--- config.mk ---
export PLATFORM = sky130hd
export DESIGN_NAME = sti_rx
export DESIGN_NICKNAME = d
export VERILOG_FILES = /design/src/rtl/sti_pkg.sv /design/src/rtl/sti_rx_extract.sv /design/src/rtl/sti_rx.sv
export SDC_FILE = /design/constraint.sdc
export NUM_CORES = 1
export LEC_CHECK = 0
export ABC_AREA = 1
export CAP_MARGIN = 10
export CORE_MARGIN = 8
export CORE_UTILIZATION = 60
export CTS_CLUSTER_DIAMETER = 200
export DETAILED_ROUTE_END_ITERATION = 6
export GPL_ROUTABILITY_DRIVEN = 1
export PLACE_DENSITY = 0.92
export SLEW_MARGIN = 20
export SYNTH_ARGS = -nofsm -noshare
export SYNTH_HDL_FRONTEND = slang
export SYNTH_SLANG_ARGS = --single-unit
--- constraint.sdc ---
create_clock -name clk -period 5.7 [get_ports clk]
set_clock_uncertainty 0.2 [all_clocks]
set_input_delay 0.57 -clock clk [delete_from_list [all_inputs] [get_ports clk]]
set_output_delay 0.57 -clock clk [all_outputs]
set_load 0.02 [all_outputs]
--- src/rtl/sti_pkg.sv ---
// Shared definitions for the serial transmit interface (STI) transmitter and receiver.
package sti_pkg;

  localparam int unsigned FRAME_MAX = 32;

  // Frame length codes carried on cfg_length
  localparam logic [1:0] LEN_8  = 2'b00;
  localparam logic [1:0] LEN_16 = 2'b01;
  localparam logic [1:0] LEN_24 = 2'b10;
  localparam logic [1:0] LEN_32 = 2'b11;

  typedef enum logic [1:0] {
    IDLE = 2'b00,
    RECV = 2'b01,
    DONE = 2'b10
  } sti_state_e;

  // Bit count of a frame for a given length code: 8, 16, 24 or 32
  function automatic logic [5:0] len_bits(input logic [1:0] code);
    return {1'b0, code, 3'b000} + 6'd8;
  endfunction

endpackage

--- src/rtl/sti_rx_extract.sv ---
// Payload extraction from a right-aligned STI frame word.
module sti_rx_extract
  import sti_pkg::*;
(
  input  logic [31:0] w_i,
  input  logic [1:0]  len_i,
  input  logic        fill_i,
  input  logic        low_i,
  output logic [15:0] payload_o,
  output logic        pad_nz_o
);

  // Select payload bits and OR-reduce the pad bits for the latched length
  always_comb begin
    payload_o = '0;
    pad_nz_o  = 1'b0;
    unique case (len_i)
      LEN_8: begin
        payload_o = low_i ? {w_i[7:0], 8'h00} : {8'h00, w_i[7:0]};
      end
      LEN_16: begin
        payload_o = w_i[15:0];
      end
      LEN_24: begin
        if (fill_i) begin
          payload_o = w_i[23:8];
          pad_nz_o  = |w_i[7:0];
        end else begin
          payload_o = w_i[15:0];
          pad_nz_o  = |w_i[23:16];
        end
      end
      LEN_32: begin
        if (fill_i) begin
          payload_o = w_i[31:16];
          pad_nz_o  = |w_i[15:0];
        end else begin
          payload_o = w_i[15:0];
          pad_nz_o  = |w_i[31:16];
        end
      end
      default: begin
        payload_o = '0;
        pad_nz_o  = 1'b0;
      end
    endcase
  end

endmodule

--- src/rtl/sti_rx.sv ---
// STI serial-to-parallel receiver: frames a 1-bit stream, checks its length
// and presents the extracted 16-bit payload with a one-cycle strobe.
module sti_rx
  import sti_pkg::*;
#(
  parameter int unsigned PAYLOAD_W = 16,
  parameter int unsigned FRAME_MAX = sti_pkg::FRAME_MAX,
  parameter int unsigned ERR_CNT_W = 8
) (
  input  logic                 clk,
  input  logic                 reset,
  input  logic                 si_data,
  input  logic                 si_valid,
  input  logic                 si_end,
  input  logic [1:0]           cfg_length,
  input  logic                 cfg_msb,
  input  logic                 cfg_fill,
  input  logic                 cfg_low,
  output logic [PAYLOAD_W-1:0] po_data,
  output logic                 po_valid,
  output logic                 po_err,
  output logic                 po_pad_nz,
  output logic [ERR_CNT_W-1:0] err_cnt,
  output logic                 rx_done
);

  localparam logic [5:0] CNT_SAT = 6'd33;

  sti_state_e            state_q;
  logic [FRAME_MAX-1:0]  w_q, w_d;
  logic [5:0]            cnt_q, cnt_d;
  logic [1:0]            len_q;
  logic                  msb_q;
  logic                  fill_q;
  logic                  low_q;
  logic [PAYLOAD_W-1:0]  po_data_q;
  logic                  po_valid_q;
  logic                  po_err_q;
  logic                  po_pad_nz_q;
  logic [ERR_CNT_W-1:0]  err_cnt_q, err_cnt_d;
  logic                  rx_done_q;

  logic [5:0]            n_bits;
  logic [5:0]            align_sh;
  logic [FRAME_MAX-1:0]  w_aligned;
  logic [PAYLOAD_W-1:0]  payload;
  logic                  pad_nz;

  // Next shift word, saturating bit count, saturating error count and frame alignment
  always_comb begin
    w_d       = msb_q ? {w_q[FRAME_MAX-2:0], si_data} : {si_data, w_q[FRAME_MAX-1:1]};
    cnt_d     = (cnt_q == CNT_SAT) ? cnt_q : cnt_q + 6'd1;
    err_cnt_d = (err_cnt_q == '1) ? err_cnt_q : err_cnt_q + 1'b1;
    n_bits    = len_bits(len_q);
    align_sh  = 6'(FRAME_MAX) - n_bits;
    // LSB-first frames fill from the top, so a good frame sits in the upper N bits
    w_aligned = msb_q ? w_q : (w_q >> align_sh);
  end

  sti_rx_extract u_extract (
    .w_i       (w_aligned),
    .len_i     (len_q),
    .fill_i    (fill_q),
    .low_i     (low_q),
    .payload_o (payload),
    .pad_nz_o  (pad_nz)
  );

  // Frame FSM with shift register, counters and registered outputs
  always_ff @(posedge clk or negedge reset) begin
    if (!reset) begin
      state_q     <= IDLE;
      w_q         <= '0;
      cnt_q       <= '0;
      len_q       <= '0;
      msb_q       <= 1'b0;
      fill_q      <= 1'b0;
      low_q       <= 1'b0;
      po_data_q   <= '0;
      po_valid_q  <= 1'b0;
      po_err_q    <= 1'b0;
      po_pad_nz_q <= 1'b0;
      err_cnt_q   <= '0;
      rx_done_q   <= 1'b0;
    end else begin
      po_valid_q  <= 1'b0;
      po_err_q    <= 1'b0;
      po_pad_nz_q <= 1'b0;
      unique case (state_q)
        IDLE: begin
          if (si_valid) begin
            len_q  <= cfg_length;
            msb_q  <= cfg_msb;
            fill_q <= cfg_fill;
            low_q  <= cfg_low;
            // Start from a clean word so stale bits never reach the pad check
            w_q    <= cfg_msb ? {{(FRAME_MAX-1){1'b0}}, si_data}
                              : {si_data, {(FRAME_MAX-1){1'b0}}};
            cnt_q  <= 6'd1;
            state_q <= RECV;
          end
        end
        RECV: begin
          if (si_valid) begin
            w_q   <= w_d;
            cnt_q <= cnt_d;
          end else begin
            if (cnt_q == n_bits) begin
              po_data_q   <= payload;
              po_pad_nz_q <= pad_nz;
              po_valid_q  <= 1'b1;
            end else begin
              po_err_q  <= 1'b1;
              err_cnt_q <= err_cnt_d;
            end
            if (si_end) begin
              rx_done_q <= 1'b1;
              state_q   <= DONE;
            end else begin
              state_q   <= IDLE;
            end
          end
        end
        DONE: begin
          state_q <= DONE;
        end
        default: begin
          state_q <= IDLE;
        end
      endcase
    end
  end

  assign po_data   = po_data_q;
  assign po_valid  = po_valid_q;
  assign po_err    = po_err_q;
  assign po_pad_nz = po_pad_nz_q;
  assign err_cnt   = err_cnt_q;
  assign rx_done   = rx_done_q;

endmodule

# == After elaboration in Yosys (flattened, before gate mapping) ==
# Cells that the tools add are included.
# W data, S select, Z words.
# totals
ff_bits,73
input_bits,10
output_inout_bits,28
elab_cells,77
# op_classes
n_addsub,4
n_eq_ne,12
shift,1
mux,30
n_bitwise,3
reduce_logical,14
# ops
cell,n
$mux W32,5
$pmux W16 S4,1
$pmux W32 S2,1
$mux W16,3
$reduce_or A16 Y1,2
$shr A32 B6 Y32,1
$mux W6,3
$reduce_or A8 Y1,2
$pmux W6 S2,1
$mux W1,11
$reduce_and A3 Y1,3
$add A8 B1 Y8 const B,1
$eq A8 B8 Y1 const B,1
$ne A2 B2 Y1 const B,4
$reduce_and A4 Y1,2
$add A5 B4 Y6 const B,1
$add A6 B1 Y6 const B,1
$eq A2 B2 Y1 const B,3
$eq A6 B6 Y1,1
$eq A6 B6 Y1 const B,1
$mux W2,3
$pmux W2 S3,1
$sub A6 B6 Y6 const A,1
$eq A2 B1 Y1 const B,2
5 further kinds,9

# == Longest topological paths before layout ==
# Gate-level depths: netlist of run 1.
# depth
ltp_word,10
mapped_depth,17
depth_no_buf,14

# == Modules after synthesis ==
# From an unflattened synthesis of run 1, not the netlist that was laid out.
# unflattened
hier_cells,734
area_unflattened_um2,4889.7
# modules_own_cells
module,instances,cells_per_inst,area_per_inst_um2,seq_area_each_um2
sti_rx,1,541,4013.8,1826.8
sti_rx_extract,1,193,875.8,0.0

# == Least setup slack after synthesis of run 1 ==
# OpenSTA, ideal clock, no wires.
# synth_timing
path_kind,register to register
startpoint,reg len_q[0]
endpoint,reg po_pad_nz_q (netlist: po_pad_nz)
setup_time_ns,0.126
arrival_ns,2.175
t_required_ns,5.374
slack_ns,3.200
stages_incl_launch_ff,17
path_buffers,4
period_less_slack_ns,2.500
path_cell_list,dfrtp_1 -> buf_2 -> inv_2 -> buf_2 -> ha_1 -> inv_2 -> nand2_2 -> nand2_2 -> buf_6 -> buf_6 -> nand2_2 -> nand2_2 -> nand2_1 -> nor2_1 -> nand3_1 -> nand3_1 -> a21oi_1
# synth_via
elab_chain_cells,10
elab_cells_between_ends,17
cone_classes,2 x add/sub; 3 x eq/ne; 1 x shift; 7 x mux; 4 x reduce/logical
# synth_lines
item,line_no,source
from (decl),sti_rx.sv:32,logic [1:0] len_q;
from (signal assigned),sti_rx.sv:92,len_q <= cfg_length;
$add A5 B4 Y6,sti_pkg.sv:20,"return {1'b0, code, 3'b000} + 6'd8;"
$sub A6 B6 Y6,sti_rx.sv:55,align_sh = 6'(FRAME_MAX) - n_bits;
$shr A32 B6 Y32,sti_rx.sv:57,w_aligned = msb_q ? w_q : (w_q >> align_sh);
$mux W32,sti_rx.sv:57,
"$reduce_or A16 Y1, or another cell as far along",sti_rx_extract.sv:39,pad_nz_o = |w_i[31:16];
"$mux W1, on equally long branches","sti_rx_extract.sv:34, sti_rx_extract.sv:25",
$pmux W1 S2,sti_rx_extract.sv:17,unique case (len_i)
$mux W1 (*),sti_rx.sv:108,if (cnt_q == n_bits) begin
$mux W1 (*),sti_rx.sv:104,if (si_valid) begin
$mux W1 (*),sti_rx.sv:89,unique case (state_q)
to (signal assigned),sti_rx.sv:110,po_pad_nz_q <= pad_nz;
to (decl),sti_rx.sv:39,logic po_pad_nz_q;
# Mark *: on every way between the ends. The rest lies on a longest branch, timed or not.
# A chain may end at the register's enable or synchronous reset.

# == Worst setup path after layout of run 1 ==
# layout_timing
startpoint,reg len_q[0]
endpoint,reg po_data_q[6] (netlist: po_data[6])
# layout_via
elab_chain_cells,6
elab_cells_between_ends,14
cone_classes,2 x add/sub; 4 x eq/ne; 1 x shift; 5 x mux; 2 x reduce/logical
# layout_lines
item,line_no,source
$add A5 B4 Y6,sti_pkg.sv:20,
$sub A6 B6 Y6,sti_rx.sv:55,
$shr A32 B6 Y32,sti_rx.sv:57,
$mux W32,sti_rx.sv:57,
"$mux W16, on equally long branches","sti_rx_extract.sv:34, sti_rx_extract.sv:19, sti_rx_extract.sv:25",
$pmux W16 S4,sti_rx_extract.sv:17,
to (signal assigned),sti_rx.sv:109,po_data_q <= payload;
to (decl),sti_rx.sv:36,logic [PAYLOAD_W-1:0] po_data_q;
# Several ways; a longest one is shown, not always the timed one.

==> results of run 1 <==
==> sequential cells by signal (all words and copies together), names as in the netlist <==
signal / flops
cnt_q: 6
err_cnt: 8
fill_q: 1
len_q: 2
low_q: 1
msb_q: 1
po_data: 16
po_err: 1
po_pad_nz: 1
po_valid: 1
rx_done: 1
state_q: 2
w_q: 32
==> cells in the final DEF (no fill, tap or decap), drive strengths merged, types with 8 or more instances in the layout <==
cell type / count
inv: 73
clkdlybuf4s50: 36
o22ai: 30
nand2: 228
o21ai: 52
o211ai: 13
ha: 8
a21oi: 39
dfrtp: 73
clkbuf: 9
nand3: 49
nor2: 44
==> layer usage <==
| metal | track usage (%) | vias to the layer above | wire length, microns |
|---|---|---|---|
| met1 | 33.69 | 2253 | 6072 |
| li1 | - | 2322 | - |
| met5 | 0 | - | 0 |
| met2 | 42.36 | 272 | 6690 |
| met4 | 11.16 | 0 | 397 |
| met3 | 5.542 | 36 | 1265 |
==> cell type report <==
class,instances,area [sq um]
well taps,102,127.6
fillers,661,2336
clock buffers,9,123.9
repair buffers,40,387.9
flip-flops and latches,73,1827
multi-input cells,516,2547
clock inverters,7,102.6
inverters,73,275.3
==> cells by family (layout without fill, tap and decap cells) <==
family,count (synthesis),after routing
multiplexers,2,2
XOR/XNOR,8,8
buffers and inverters,105,129
flip-flops,73,73
adder cells (fa/ha/maj),8,8
AO/OA/AOI/OAI,160,160
AND/OR/NAND/NOR,338,338
==> critical path, stage by stage (launching register included) <==
cell and delay, ps:
dfrtp_1 990, inv_2 420, ha_1 580, inv_2 110, nand2_2 100, nand2_2 270
inv_2 250, nor2_1 60, nor2_1 240, o21ai_0 120, o211ai_1 130, a21oi_1 90
a21oi_1 120
==> through the flow <==
stage / power (mW) / util [%] / hold WS (ps) / setup WS (ps)
floorplan: 1.557 / - / 74.41 / 3200
global placement: 1.911 / 66.84 / 246.9 / 2140
detailed placement: 1.934 / 66.84 / 280.5 / 2077
CTS: 2.405 / 69.77 / 275.2 / 2037
global route: 2.582 / 69.77 / 312.3 / 1633
finish: 2.422 / 69.77 / 231.2 / 1941
==> how the worst max path moves through the flow <==
stage | start | to | slack (ps)
2_1_floorplan | len_q[0] | po_pad_nz | 3200
3_3_place_gp | len_q[0] | po_pad_nz | 2140
3_5_place_dp | len_q[0] | po_pad_nz | 2080
4_1_cts | len_q[0] | po_data[6] | 2040
5_1_grt | len_q[0] | po_data[6] | 1630
6_report | len_q[0] | po_data[6] | 1940
==> power by group <==
part	leakage, nW	switching [mW]	internal (mW)
combinational	1.58	0.772	0.424
sequential	0.952	0.124	0.632
clock	0.116	0.217	0.252
total	2.65	1.11	1.31
==> metrics.txt, run 1 <==
reg-to-reg endpoint po_data[6]; dominant combinational cell family by area after synthesis simple AND/OR/NAND/NOR gates; Worst Reg2Reg Path Length in Cells 12; Worst R2R Start len_q[0]; clock root buffer master clkbuf_8; type of the worst setup path flop to flop; xor and xnor fraction of the mapped netlist area between 1 and 1.5%; number of failing hold endpoints at the final stage 0; Post-synth EDFFs 0; top_reg_cell synth dfrtp_1; class of the most critical hold timing path input port to asynchronous set/reset pin; Cell Area, Placed 5165 sq um; Tmin final 3759 ps; GRT overflow 0; WL per Instance between 15 and 20 microns; leading area contributor after synthesis dfrtp_1; share of synthesized area occupied by flip-flops and latches about two fifths; required time of the critical path 5780 ps; Final Slew Violations 0; Crit path arrival time 3830 ps; Max IR drop VDD between 0.3 and 0.4 mV; Global Route Usage Sum about a quarter; compound-cell area share of the yosys netlist roughly 20%; number of standard cells after synthesis 694; Max Fclk between 200 and 300 MHz; combined area of all synthesized cells about 4800 sq um; Synth cell types 38; hold-fix buffer count after cts 0; Row Count 32; synth warn 0; Setup crit start kind flop; antenna violations before repair 0; Final #Nets 731; CTS Buf Count 9; most frequent cell after synthesis nand2_1; clock latency on the worst-skew pair roughly 360 ps; average cell area after synthesis a little under 7 sq um; #FFs+latches synth 73; share of the clock period used by the worst path approximately 66%; deepest level of the CTS H-tree 3; Avg Vias per Cell between 5 and 6; Synth top area share a little under two fifths; Adder-Cell Fraction of Synth Area ~2.1%; pin slew with the least headroom to its limit between 1000 and 1500 ps; kind of end point of the critical path flop; post-cts repair resize count 0; most instantiated cells after synthesis 218 x nand2_1, 73 x dfrtp_1, 66 x inv_1; Post CTS Setup Buffer Count 0; buffers added on ports 37; share of synthesized registers carrying an async set or reset 100.0%; final total negative setup slack 0 ps; vias in the first global route between 4000 and 5000; Placed Instances around 800; Power per Cell Area about 450 nW/um^2; worst max-slew margin expressed relative to the limit a little under a third; total DRC errors in the routed layout 0; wire length of the first global-routing pass between 20000 and 25000 microns; number of antenna cells inserted 0; maximum number of pins on one net before global-route repair 74; simple-gate share of the synthesized area ~29%; number of search-and-repair iterations in the first detailed-routing pass 5; biggest fanout along the worst timing path 28; detailed-route via count 4883; leak pwr between 2 and 3 nW; initial cell density of the core 62.21%; io pins 38; register clock-pin slew on the reported worst setup and hold paths around 90 ps; number of clock sinks between 70 and 80; multiplexer share of the synthesized area less than 1%; Detailed Place HPWL between 10000 and 15000 microns; total setup violations reported at the end of the flow 0; layout cells sized above 1 around 7.0%; DIE AREA around 11000 sq um; total length of routed wires between 10000 and 15000 microns; unrepaired setup endpoints after global routing no; Design Area, Final 5391 sq um; number of cells in the finished layout apart from fillers a little over 800; Max Cap Viol 0; Final Wtd Congestion ~0.97; die extent in x 105.5 microns; flop-to-flop setup slack roughly 1900 ps; Die Height ~110 microns; top cells by area in the synthesized netlist dfrtp_1 38%, nand2_1 17%, inv_1 5.2%; clock tree from TritonCTS done; remaining antenna violation count after routing 0; status completed; Net Count, Synth a little over 700; core footprint between 7000 and 8000 sq um; Iter 0 DRT Violations approximately 430; layout overhead on the synthesized area 12.16%; number of buffers between clock root and the deepest sink 2
Note: power is estimated with default switching activity, not from simulation.
==> inputs of run 2 (changes only) <==
Settings changed: CORE_UTILIZATION 60 to 59, PLACE_DENSITY 0.92 to 0.91.
Clock period 5.7 ns to 3.8 ns, I/O delays scaled along.
==> metrics.txt, run 2 (synthesis results as in run 1) <==
status completed; Post-Place Worst Slack slightly above 900 ps; Iter 0 DRT Violations just under 600; Max IR drop VDD ~0.46 mV; WL per Instance approximately 18 microns; deepest level of the CTS H-tree 3; maximum number of pins on one net before global-route repair 61; Max Fclk between 300 and 400 MHz; number of antenna cells inserted 0; most common library cell in the layout ignoring fill and taps nand2_1; Power per Cell Area about 660 nW/um^2; vias in the first global route roughly 4800; Tmin final 2964 ps; detailed-route via count 4993; total DRC errors in the routed layout 0; commonest cells after routing, fill and taps aside 218 x nand2_1, 73 x dfrtp_1, 66 x inv_1; Avg Vias per Cell ~6.0; Worst path slowest cell ha_1; pin slew with the least headroom to its limit between 1000 and 1500 ps; layout cells sized above 1 just over 7%; number of failing hold endpoints at the final stage 0; leak pwr around 2.6 nW; delay contributed by the slowest stage of the critical path slightly below 600 ps; Row Count 33; number of buffers and inverters on the critical path 2; hold-critical path endpoint rx_done; DIE AREA ~11000 sq um; class of the most critical hold timing path flop to flop; Max Cap Viol 0; Worst Setup Slack, final 836.1 ps; clock latency on the worst-skew pair around 360 ps; cell repeated most along the worst path a21oi_1; register clock-pin slew on the reported worst setup and hold paths 90 ps; worst max-slew margin expressed relative to the limit 31.51%; Setup crit start kind flop; utilization after layout approximately two thirds; Die Height ~110 microns; io pins 38; Worst R2R Start len_q[0]; Cell Area, Placed approximately 5200 sq um; antenna violations before repair 0; Hold WS around 280 ps; buffers added on ports 37; Final Slew Violations 0; type of the worst setup path flop to flop; Final Wtd Congestion about 1.0; core footprint slightly above 8000 sq um; clock tree from TritonCTS done; Largest register FFs 32; kind of end point of the critical path flop; final total negative setup slack 0 ps; total length of routed wires between 10000 and 15000 microns; cell family with the largest share of critical-path delay compound AO/OA/AOI/OAI gates; clock root buffer master clkbuf_8; die extent in x 106.3 microns; number of clock sinks 73; Global Route Usage Sum 26.66%; required time of the critical path 3840 ps; Final #Nets 734; biggest fanout along the worst timing path 28; worst min-delay path startpoint rx_done; CTS Buf Count 9; remaining antenna violation count after routing 0; cell-by-cell listing of the critical path buf_4 -> ha_1 -> o22ai_1 -> a21oi_1 -> nand4_2 -> clkinv_2 -> o21ai_0 -> a21oi_1 -> a21oi_1; Detailed Place HPWL 10640 microns; Design Area, Final approximately 5400 sq um; Worst Reg2Reg Path Length in Cells 9; number of buffers between clock root and the deepest sink 2; Biggest register w_q; layout overhead on the synthesized area 11.74%; unrepaired setup endpoints after global routing no; total setup violations reported at the end of the flow 0; reg-to-reg endpoint po_data[5]; GRT overflow 0; wire length of the first global-routing pass between 20000 and 25000 microns; flop-to-flop setup slack between 800 and 900 ps; Hold Path Stages 2; share of the clock period used by the worst path just under 80%; number of search-and-repair iterations in the first detailed-routing pass 5; Crit path arrival time about 3000 ps; initial cell density of the core 59.70%
-- run 2: changes by cell type in the layout (fill, tap and decap cells not counted) --
cell and delta:
dlygate4sd3_1 +1, clkinv_4 -2, clkinvlp_4 +3, bufinv_16 -2, buf_4 +2, inv_6 +2
inv_8 -1
-- run 2: report_power, final --
part	total, mW	switching (mW)	leakage (nW)	internal [mW]
logic	1.83	1.19	1.60	0.644
clock network	0.583	0.341	0.0827	0.243
registers	1.11	0.159	0.952	0.948
total	3.52	1.69	2.63	1.83
-- run 2: worst max path at each step --
stage,to,depth (start not counted),start
floorplan,po_pad_nz,16,len_q[0]
global placement,po_data[6],9,len_q[0]
detailed placement,po_data[9],9,len_q[0]
CTS,po_data[9],9,len_q[0]
global route,po_data[9],9,len_q[0]
finish,po_data[5],9,len_q[0]
-- run 2: final cells by class --
| cell class | count | area [sq um] |
|---|---|---|
| Tap cell | 105 | 131.4 |
| Inverter | 73 | 275.3 |
| Sequential cell | 73 | 1827 |
| Timing Repair Buffer | 43 | 412.9 |
| Multi-Input combinational cell | 516 | 2547 |
| Fill cell | 718 | 2680 |
| Clock buffer | 9 | 123.9 |
| Clock inverter | 7 | 53.80 |
-- run 2: per-layer routing --
metal | global-route usage (%) | part of all wire (%) | vias up
met5 | 0 | 0 | -
met4 | 12.06 | 3.7 | 0
met3 | 6.171 | 9.5 | 46
met2 | 41.82 | 46 | 286
met1 | 34.33 | 41 | 2331
li1 | - | - | 2330
-- run 2: per-stage QoR --
stage,std cells,power [mW]
after floorplan,694,2.336
after global placement,809,2.881
after detailed placement,809,2.909
after CTS,826,3.498
after global routing,826,3.771
final,826,3.521
-- run 2: timing repair --
item,4_1_cts,5_1_grt
hold buffers,1,0
resized for setup,0,0
buffers inserted,0,0
hold endpoints to repair,25,0
-- run 2: tightest hold or removal path, cell delays in order (launching register included) --
cell	delay, ps
dfrtp_1	350
inv_1	40
nand2_1	60
